**src/rtl/conv3x3_mac_slave.sv**
```systemverilog
// rtl/conv3x3_mac_slave.sv - Avalon-MM slave computing a 3x3 signed dot product plus bias.
// Optional ReLU on the result is built when CONV_RELU_EN is defined.
module conv3x3_mac_slave #(
    parameter int DATA_W = 8,
    parameter int ACC_W  = 32
) (
    input  logic        clk,
    input  logic        reset,
    input  logic [4:0]  address,
    input  logic        chipselect,
    input  logic        read,
    input  logic        write,
    input  logic [31:0] writedata,
    output logic [31:0] readdata,
    output logic        irq
);

    typedef enum logic [1:0] {IDLE, MAC, FINISH} state_t;

    state_t state, state_next;

    logic signed [DATA_W-1:0]   w_reg [9];
    logic signed [DATA_W-1:0]   p_reg [9];
    logic signed [ACC_W-1:0]    bias_reg;
    logic signed [ACC_W-1:0]    acc;
    logic signed [ACC_W-1:0]    result_reg;
    logic signed [ACC_W-1:0]    acc_final;
    logic signed [DATA_W-1:0]   cur_w;
    logic signed [DATA_W-1:0]   cur_p;
    logic signed [2*DATA_W-1:0] prod;
    logic [3:0]                 idx;
    logic                       fin_stage;
    logic                       done;
    logic                       relu_rd;
    logic                       busy;
    logic                       wr_en;
    logic                       rd_en;
    logic                       cfg_wr;
    logic                       start_req;
    logic                       load;
    logic                       mac_en;
    logic                       capture;
    logic                       set_done;
    logic [31:0]                rd_mux;

    assign wr_en     = chipselect & write;
    assign rd_en     = chipselect & read;
    assign busy      = (state != IDLE);
    assign cfg_wr    = wr_en & ~busy;
    assign start_req = cfg_wr & (address == 5'd19) & writedata[0];
    assign irq       = done;

    always_comb begin
        cur_w = '0;
        cur_p = '0;
        for (int i = 0; i < 9; i++) begin
            if (idx == 4'(i)) begin
                cur_w = w_reg[i];
                cur_p = p_reg[i];
            end
        end
    end

    assign prod = cur_w * cur_p;

`ifdef CONV_RELU_EN
    logic relu_en;
    assign relu_rd   = relu_en;
    assign acc_final = (relu_en && acc[ACC_W-1]) ? '0 : acc;
`else
    assign relu_rd   = 1'b0;
    assign acc_final = acc;
`endif

    always_ff @(posedge clk or posedge reset) begin
        if (reset) state <= IDLE;
        else       state <= state_next;
    end

    // FINISH spans two cycles: result capture, then the done/busy handoff,
    // which places done on the 11th edge after the start write.
    always_comb begin
        state_next = state;
        load       = 1'b0;
        mac_en     = 1'b0;
        capture    = 1'b0;
        set_done   = 1'b0;
        case (state)
            IDLE: begin
                if (start_req) begin
                    load       = 1'b1;
                    state_next = MAC;
                end
            end
            MAC: begin
                mac_en = 1'b1;
                if (idx == 4'd8) state_next = FINISH;
            end
            FINISH: begin
                if (!fin_stage) begin
                    capture = 1'b1;
                end else begin
                    set_done   = 1'b1;
                    state_next = IDLE;
                end
            end
            default: state_next = IDLE;
        endcase
    end

    always_ff @(posedge clk or posedge reset) begin
        if (reset) begin
            for (int i = 0; i < 9; i++) begin
                w_reg[i] <= '0;
                p_reg[i] <= '0;
            end
            bias_reg   <= '0;
            acc        <= '0;
            result_reg <= '0;
            idx        <= '0;
            fin_stage  <= 1'b0;
            done       <= 1'b0;
        end else begin
            if (cfg_wr) begin
                for (int i = 0; i < 9; i++) begin
                    if (address == 5'(i))     w_reg[i] <= writedata[DATA_W-1:0];
                    if (address == 5'(i + 9)) p_reg[i] <= writedata[DATA_W-1:0];
                end
                if (address == 5'd18) bias_reg <= ACC_W'($signed(writedata));
            end

            if (load) begin
                acc <= bias_reg;
                idx <= '0;
            end else if (mac_en) begin
                acc <= acc + ACC_W'(prod);
                idx <= idx + 4'd1;
            end

            if (capture)       fin_stage <= 1'b1;
            else if (set_done) fin_stage <= 1'b0;

            if (capture) result_reg <= acc_final;

            // A clear arriving with the FINISH handoff loses to the set.
            if (load)
                done <= 1'b0;
            else if (set_done)
                done <= 1'b1;
            else if (wr_en && address == 5'd20 && writedata[1])
                done <= 1'b0;
        end
    end

`ifdef CONV_RELU_EN
    always_ff @(posedge clk or posedge reset) begin
        if (reset)                            relu_en <= 1'b0;
        else if (cfg_wr && address == 5'd19)  relu_en <= writedata[1];
    end
`endif

    always_comb begin
        rd_mux = '0;
        for (int i = 0; i < 9; i++) begin
            if (address == 5'(i))     rd_mux = 32'(w_reg[i]);
            if (address == 5'(i + 9)) rd_mux = 32'(p_reg[i]);
        end
        case (address)
            5'd18:   rd_mux = 32'(bias_reg);
            5'd19:   rd_mux = {30'd0, relu_rd, 1'b0};
            5'd20:   rd_mux = {30'd0, done, busy};
            5'd21:   rd_mux = 32'(result_reg);
            default: ;
        endcase
    end

    always_ff @(posedge clk or posedge reset) begin
        if (reset)      readdata <= '0;
        else if (rd_en) readdata <= rd_mux;
    end

endmodule

```
**config.mk**
```make
export PLATFORM = sky130hd
export DESIGN_NAME = conv3x3_mac_slave
export DESIGN_NICKNAME = d
export VERILOG_FILES = /design/src/rtl/conv3x3_mac_slave.sv
export SDC_FILE = /design/constraint.sdc
export NUM_CORES = 1
export LEC_CHECK = 0
export ABC_AREA = 1
export BUFFER_PORTS_ARGS = -buffer_cell sky130_fd_sc_hd__buf_2
export CAP_MARGIN = 0
export CORE_MARGIN = 2
export CORE_UTILIZATION = 55
export CTS_CLUSTER_SIZE = 28
export DETAILED_ROUTE_END_ITERATION = 12
export PLACE_DENSITY = 0.72
export SYNTH_ARGS = -nofsm -noshare
export SYNTH_HDL_FRONTEND = slang
export SYNTH_SLANG_ARGS = --single-unit
```
**constraint.sdc**
```tcl
create_clock -name clk -period 13.3 [get_ports clk]
set_input_delay 2.66 -clock clk [delete_from_list [all_inputs] [get_ports clk]]
set_output_delay 2.66 -clock clk [all_outputs]
set_load 0.02 [all_outputs]
```
==> results of run 1 <==
[worst max-delay path, delay by kind of cell, from the launching register on]
kind	cells	cell delay [ps]
adders and majority gates	7	3010
buffers and inverters	9	1760
and+or+nand+nor	8	1590
AOI/OAI and AO/OA	6	1400
DFF	1	410
[cells by family after synthesis]
logic type,count (synthesis),synth area share
multiplexers,24,0.0142
AO/OA/AOI/OAI,422,0.131
AND/OR/NAND/NOR,910,0.206
XOR/XNOR,23,0.0106
adder cells (fa/ha/maj),210,0.192
flip-flops,280,0.368
buffers and inverters,388,0.0784
[placed cells by master, fill, tap and decap left out, drive strengths merged, types with 45 or more instances in the layout]
cell type and instances:
nand2 563, inv 297, dfrtp 280, o21ai 259, fa 137, nor2 132, buf 91, nand3 84
ha 73, nand4 71, clkbuf 51, a21oi 47, or2 45
[where the power goes]
group,total [uW],leakage (uW),internal (uW),switching (uW)
sequential,1120,0.00351,995,127
clock,918,0.000543,536,382
combinational,3680,0.00630,1400,2290
total,5720,0.0103,2930,2800
[path summary, 6_finish.rpt]
kind                            slack (ps)            end          start  depth (start not counted)
worst max register to register        4960        acc[20]         idx[0]                         30
min in group asynchronous             2240      p_reg[51]          reset                          2
worst max-delay path                  4960        acc[20]         idx[0]                         30
worst min-delay path                   490  result_reg[8]  result_reg[8]                          2
worst min register to register         490  result_reg[8]  result_reg[8]                          2
max in group asynchronous             9530  result_reg[1]          reset                          3
[per-layer routing]
| layer | up-vias | part of all wire | track usage |
|---|---|---|---|
| met2 | 606 | 0.46 | 0.508 |
| met4 | 0 | 0.022 | 0.0808 |
| met5 | - | 0 | 0 |
| met1 | 7963 | 0.45 | 0.480 |
| met3 | 104 | 0.072 | 0.0572 |
| li1 | 7443 | - | - |
[final cells by class]
class                      count  area share
sequential                   280       0.336
clock buffer                  51      0.0492
tap                          455      0.0273
clock inverter                 9     0.00300
inverter                     298      0.0539
multi-input combinational   1589       0.507
timing repair buffer          91      0.0245
[through the flow]
step,hold WS [ps],total power (uW)
detailed placement,476,4780
finish,488,5720
global route,506,6310
CTS,489,5730
floorplan,453,3870
global placement,467,4670
==> impl_metrics.yaml, run 1 <==
pwr:
  p_leak_uw: 0.0103
  peakVddDrop_mv: 0.298
  power_density_nw_per_um2: 274
logic_synthesis:
  synth_top_area_frac: 0.368
  ys_ff_latch: 280
  synth_enable_flop_cells: 0
  syn_nets: 2509
  syn-instance-count: 2257
  synth_top_area_cell: "dfrtp_1"
  ys_async_sr_fraction: 1.00
  ys_seq_area_frac: 0.368
  ys_warn_count: 0
  synth_area_um2: 19000
  synthTopCellsByCount: "560 x nand2_1, 280 x dfrtp_1, 276 x inv_1"
  syn_area_per_cell_um2: 8.44
  synth_most_common_cell: "nand2_1"
  synth_cell_types: 50
  synth_area_leaders: "dfrtp_1 37%, fa_1 14%, nand2_1 11%"
  synth_ff_type: "dfrtp_1"
placed_design:
  gp_congestion: 0.954
  dpl.cell_count: 2713
  dp_hpwl_mm: 40.6
  io_buffers: 74
  placed_area_um2: 19800
  pre_cts_ws_ps: 5040
routing:
  drt-wirelength-per-cell_um: 20.6
  drt-total-wl_mm: 57.2
  vias: 16100
  dr.pass1.iters: 6
  drc: 0
  viasPerCell: 5.81
  ant_nets: 0
  drt_iter0_markers: 1549
flow_run:
  cap_viol_max_count: 0
global_route:
  grt_max_degree: 174
  grt_pass1_vias: 15900
  grt_pass1_wl_mm: 90.8
  antenna_found_initial: 0
  grt.total_usage: 0.327
  overflow: 0
floorplanning:
  coreArea_um2: 34300
  initial_core_util: 0.555
  ios: 75
  fp-row-count: 68
  die_x_um: 190
  die-area_um2: 36100
  die_y_um: 190
clock_tree:
  htreeDepth: 2
  clkSinkCount: 280
  cts_buffers: 34
  root_buffer: "clkbuf_16"
  cts_tree: "yes"
  cts-resized-gates: 0
  cts.clk_slew.worst_paths_ps: 60
  cts_max_path_buffers: 3
  cts-hold-fix-buffers: 0
  insertion_delay_ps: 530
  cts_setup_buffers: 0
critical_path:
  crit_arrival_ps: 8750
  end_kind: "flop"
  critPathMaxStageDelay_ps: 710
  crit_path_max_fanout: 25
  cp_common_cell: "inv_1"
  start_kind: "flop"
  required_ps: 13710
  critPathKind: "reg2reg"
  crit_slowest_cell: "clkinv_1"
timing:
  relSlewSlack: 0.0915
  grt_setup_unrepaired: "false"
  post-route-min-period_ps: 8340
  final_max_slew_viol_count: 0
  tns_ps: 0
  post-route-worst-setup-slack_ps: 4960
  finalCritPeriodShare: 0.627
  setup-violations-final: 0
  hold_viol_final: 0
  fmaxAchievable_mhz: 120
  worst_slew_pin_slew_ps: 1360
  clock_skew_ps: 17.9
status:
  status: "finished clean"
layout:
  instances_no_fill: 2773
  multiInputGateArea_um2: 10600
  fin_area_um2: 20900
  drive_gt1_frac: 0.106
  syn_to_final_growth_pct: 9.63
  nNetsFinal: 2546
  fillerInstances: 3019
  final_util: 0.609
  seqCellArea_um2: 7010
  antennaDiodeCount: 0
min_path:
  hold_path_class: "reg2reg"
(Power assumes the default switching activity.)
==> run 2, diff against run 1 <==
Settings changed: ABC_AREA 1 to 0.
Clock period 13.3 ns to 8.3 ns, I/O delays scaled along.
==> run 2 against run 1 <==
  * Sequential share of layout area up 0.61 points
  * Wire length down 8.3%
  * Global-route usage down 2.2 points
  * Critical endpoint is now acc[29]
  * First-iteration DRC count down 10%
  * Clock skew up 26 ps
  * Critical path depth down 1
==> impl_metrics.yaml, run 2 <==
min_path:
  holdPathStages: 1
  hold_path_class: "reg2reg"
global_route:
  grt_max_degree: 72
  grt.total_usage: 0.305
  overflow: 0
  antenna_found_initial: 1
  grt_pass1_vias: 14600
  grt_pass1_wl_mm: 83.8
clock_tree:
  htreeDepth: 1
  cts-hold-fix-buffers: 0
  cts_tree: "yes"
  cts.clk_slew.worst_paths_ps: 70
  clkSinkCount: 280
  cts_buffers: 31
  cts_max_path_buffers: 3
  insertion_delay_ps: 610
  root_buffer: "clkbuf_16"
critical_path:
  end_kind: "flop"
  crit_slowest_cell: "fa_1"
  crit_cells: 29
  critPathMaxStageDelay_ps: 690
  r2r_cells: 29
  crit_path_max_fanout: 16
  required_ps: 8720
  critPathKind: "reg2reg"
  cp_top_family: "adder cells"
  cp_common_cell: "fa_1"
  start_kind: "flop"
  crit_arrival_ps: 8160
  cp_num_buf_inv: 5
placed_design:
  gp_congestion: 0.960
  io_buffers: 74
  dp_hpwl_mm: 37.9
logic_synthesis:
  synthTopCellsByCount: "280 x dfrtp_1, 209 x mux2_2, 148 x nor2_1"
  synth_most_common_cell: "dfrtp_1"
  syn_area_per_cell_um2: 10.9
  synth_cell_types: 67
  ys_seq_area_frac: 0.379
  ys_warn_count: 0
  syn_nets: 1947
  synth_area_um2: 18500
  ys_ff_latch: 280
  synth_top_area_cell: "dfrtp_1"
  synth_top_area_frac: 0.379
  syn-instance-count: 1695
  synth_ff_type: "dfrtp_1"
  synth_area_leaders: "dfrtp_1 38%, fa_1 15%, mux2_2 13%"
  ys_async_sr_fraction: 1.00
  synth_enable_flop_cells: 0
timing:
  clock_skew_ps: 44.0
  fmaxAchievable_mhz: 129
  setup-violations-final: 0
  final_max_slew_viol_count: 0
  tns_ps: 0
  hold_viol_final: 0
  post-route-min-period_ps: 7740
  worst_slew_pin_slew_ps: 1180
  relSlewSlack: 0.210
  finalCritPeriodShare: 0.933
layout:
  multiInputGateArea_um2: 10700
  mostFrequentLayoutCells: "280 x dfrtp_1, 209 x mux2_2, 144 x nor2_1"
  final_common_cell: "dfrtp_1"
  drive_gt1_frac: 0.230
  fillerInstances: 2786
  antennaDiodeCount: 0
  syn_to_final_growth_pct: 10.9
  nNetsFinal: 2018
  seqCellArea_um2: 7010
floorplanning:
  initial_core_util: 0.556
  die_y_um: 187
  fp-row-count: 67
  coreArea_um2: 33300
  ios: 75
  die-area_um2: 35100
  die_x_um: 187
routing:
  drt-wirelength-per-cell_um: 23.5
  dr.pass1.iters: 7
  drt-total-wl_mm: 52.4
  drc: 0
  drt_iter0_markers: 1389
  viasPerCell: 6.30
  ant_nets: 0
  vias: 14100
flow_run:
  cap_viol_max_count: 0
status:
  status: "finished clean"
[run 2: cell count changes in the layout (fill, tap and decap cells not counted), sizes merged, moves of 19 or more]
cell    delta
inv      -170
nand4     -60
o211ai    -28
a22oi     +89
or2       -39
nand2    -470
mux2     +185
nand3     -59
a21oi     +40
nand2b    +22
a222oi    +19
o21ai    -197
nor2      +20
buf       +29
[run 2: final cells by class]
| class | count | share of cell area |
|---|---|---|
| Clock inverter | 11 | 0.00525 |
| Tap cell | 448 | 0.0273 |
| Clock buffer | 44 | 0.0431 |
| Sequential cell | 280 | 0.342 |
| Inverter | 127 | 0.0238 |
| Timing Repair Buffer | 120 | 0.0355 |
| Multi-Input combinational cell | 1206 | 0.523 |
[run 2: per-stage QoR]
step / setup WS, ps / utilization / cells / area (um2) / hold slack (ps)
floorplan: 348 / - / 1695 / 18500 / 462
global placement: 636 / 0.585 / 2178 / 19500 / 483
detailed placement: 501 / 0.585 / 2178 / 19500 / 493
CTS: 415 / 0.614 / 2233 / 20400 / 508
global route: -7.24 / 0.616 / 2236 / 20500 / 520
finish: 559 / 0.616 / 2236 / 20500 / 508
[run 2: kinds of logic (layout without fill, tap and decap cells)]
family	after synthesis	count (layout)	share of synthesized area
mux	212	212	0.129
fa+ha+maj	210	210	0.198
buf+inv	209	302	0.0435
simple gates	373	373	0.0942
xor+xnor	33	33	0.0156
flops	280	280	0.379
compound gates	378	378	0.141
[run 2: path summary, 6_finish.rpt]
check                                    start              to  slack, ps
worst min-delay path            result_reg[10]  result_reg[10]        510
worst min register to register  result_reg[10]  result_reg[10]        510
worst max-delay path                    idx[1]         acc[29]        560
max in group asynchronous                reset          acc[5]       5300
worst max register to register          idx[1]         acc[29]        560
min in group asynchronous                reset         acc[23]       1040
[run 2: repair_timing]
| action | CTS | global route |
|---|---|---|
| buffers inserted | 0 | 3 |
| endpoints found under the setup margin | 0 | 2 |
| gates resized for setup | 0 | 4 |
[run 2: worst register-to-register path, delay by kind of cell, from the launching register on]
| kind | cells | cell delay [ps] |
|---|---|---|
| adder cells (fa/ha/maj) | 7 | 3020 |
| XOR/XNOR | 1 | 160 |
| flip-flops | 1 | 410 |
| AO/OA/AOI/OAI | 11 | 2050 |
| AND/OR/NAND/NOR | 5 | 1180 |
| buffers and inverters | 5 | 730 |
[run 2: metal layers]
layer	wire length [um]	share of wire	global-route usage	up-vias
met5	0	0	0	-
met2	24900	0.47	0.497	667
met4	2400	0.046	0.128	0
met1	21500	0.41	0.410	7096
met3	3680	0.070	0.0471	157
li1	-	-	-	6158
Power of run 2 is left out: the tool's default activity adds up to more than one toggle a clock period on the data nets, which glitch-free logic cannot reach.
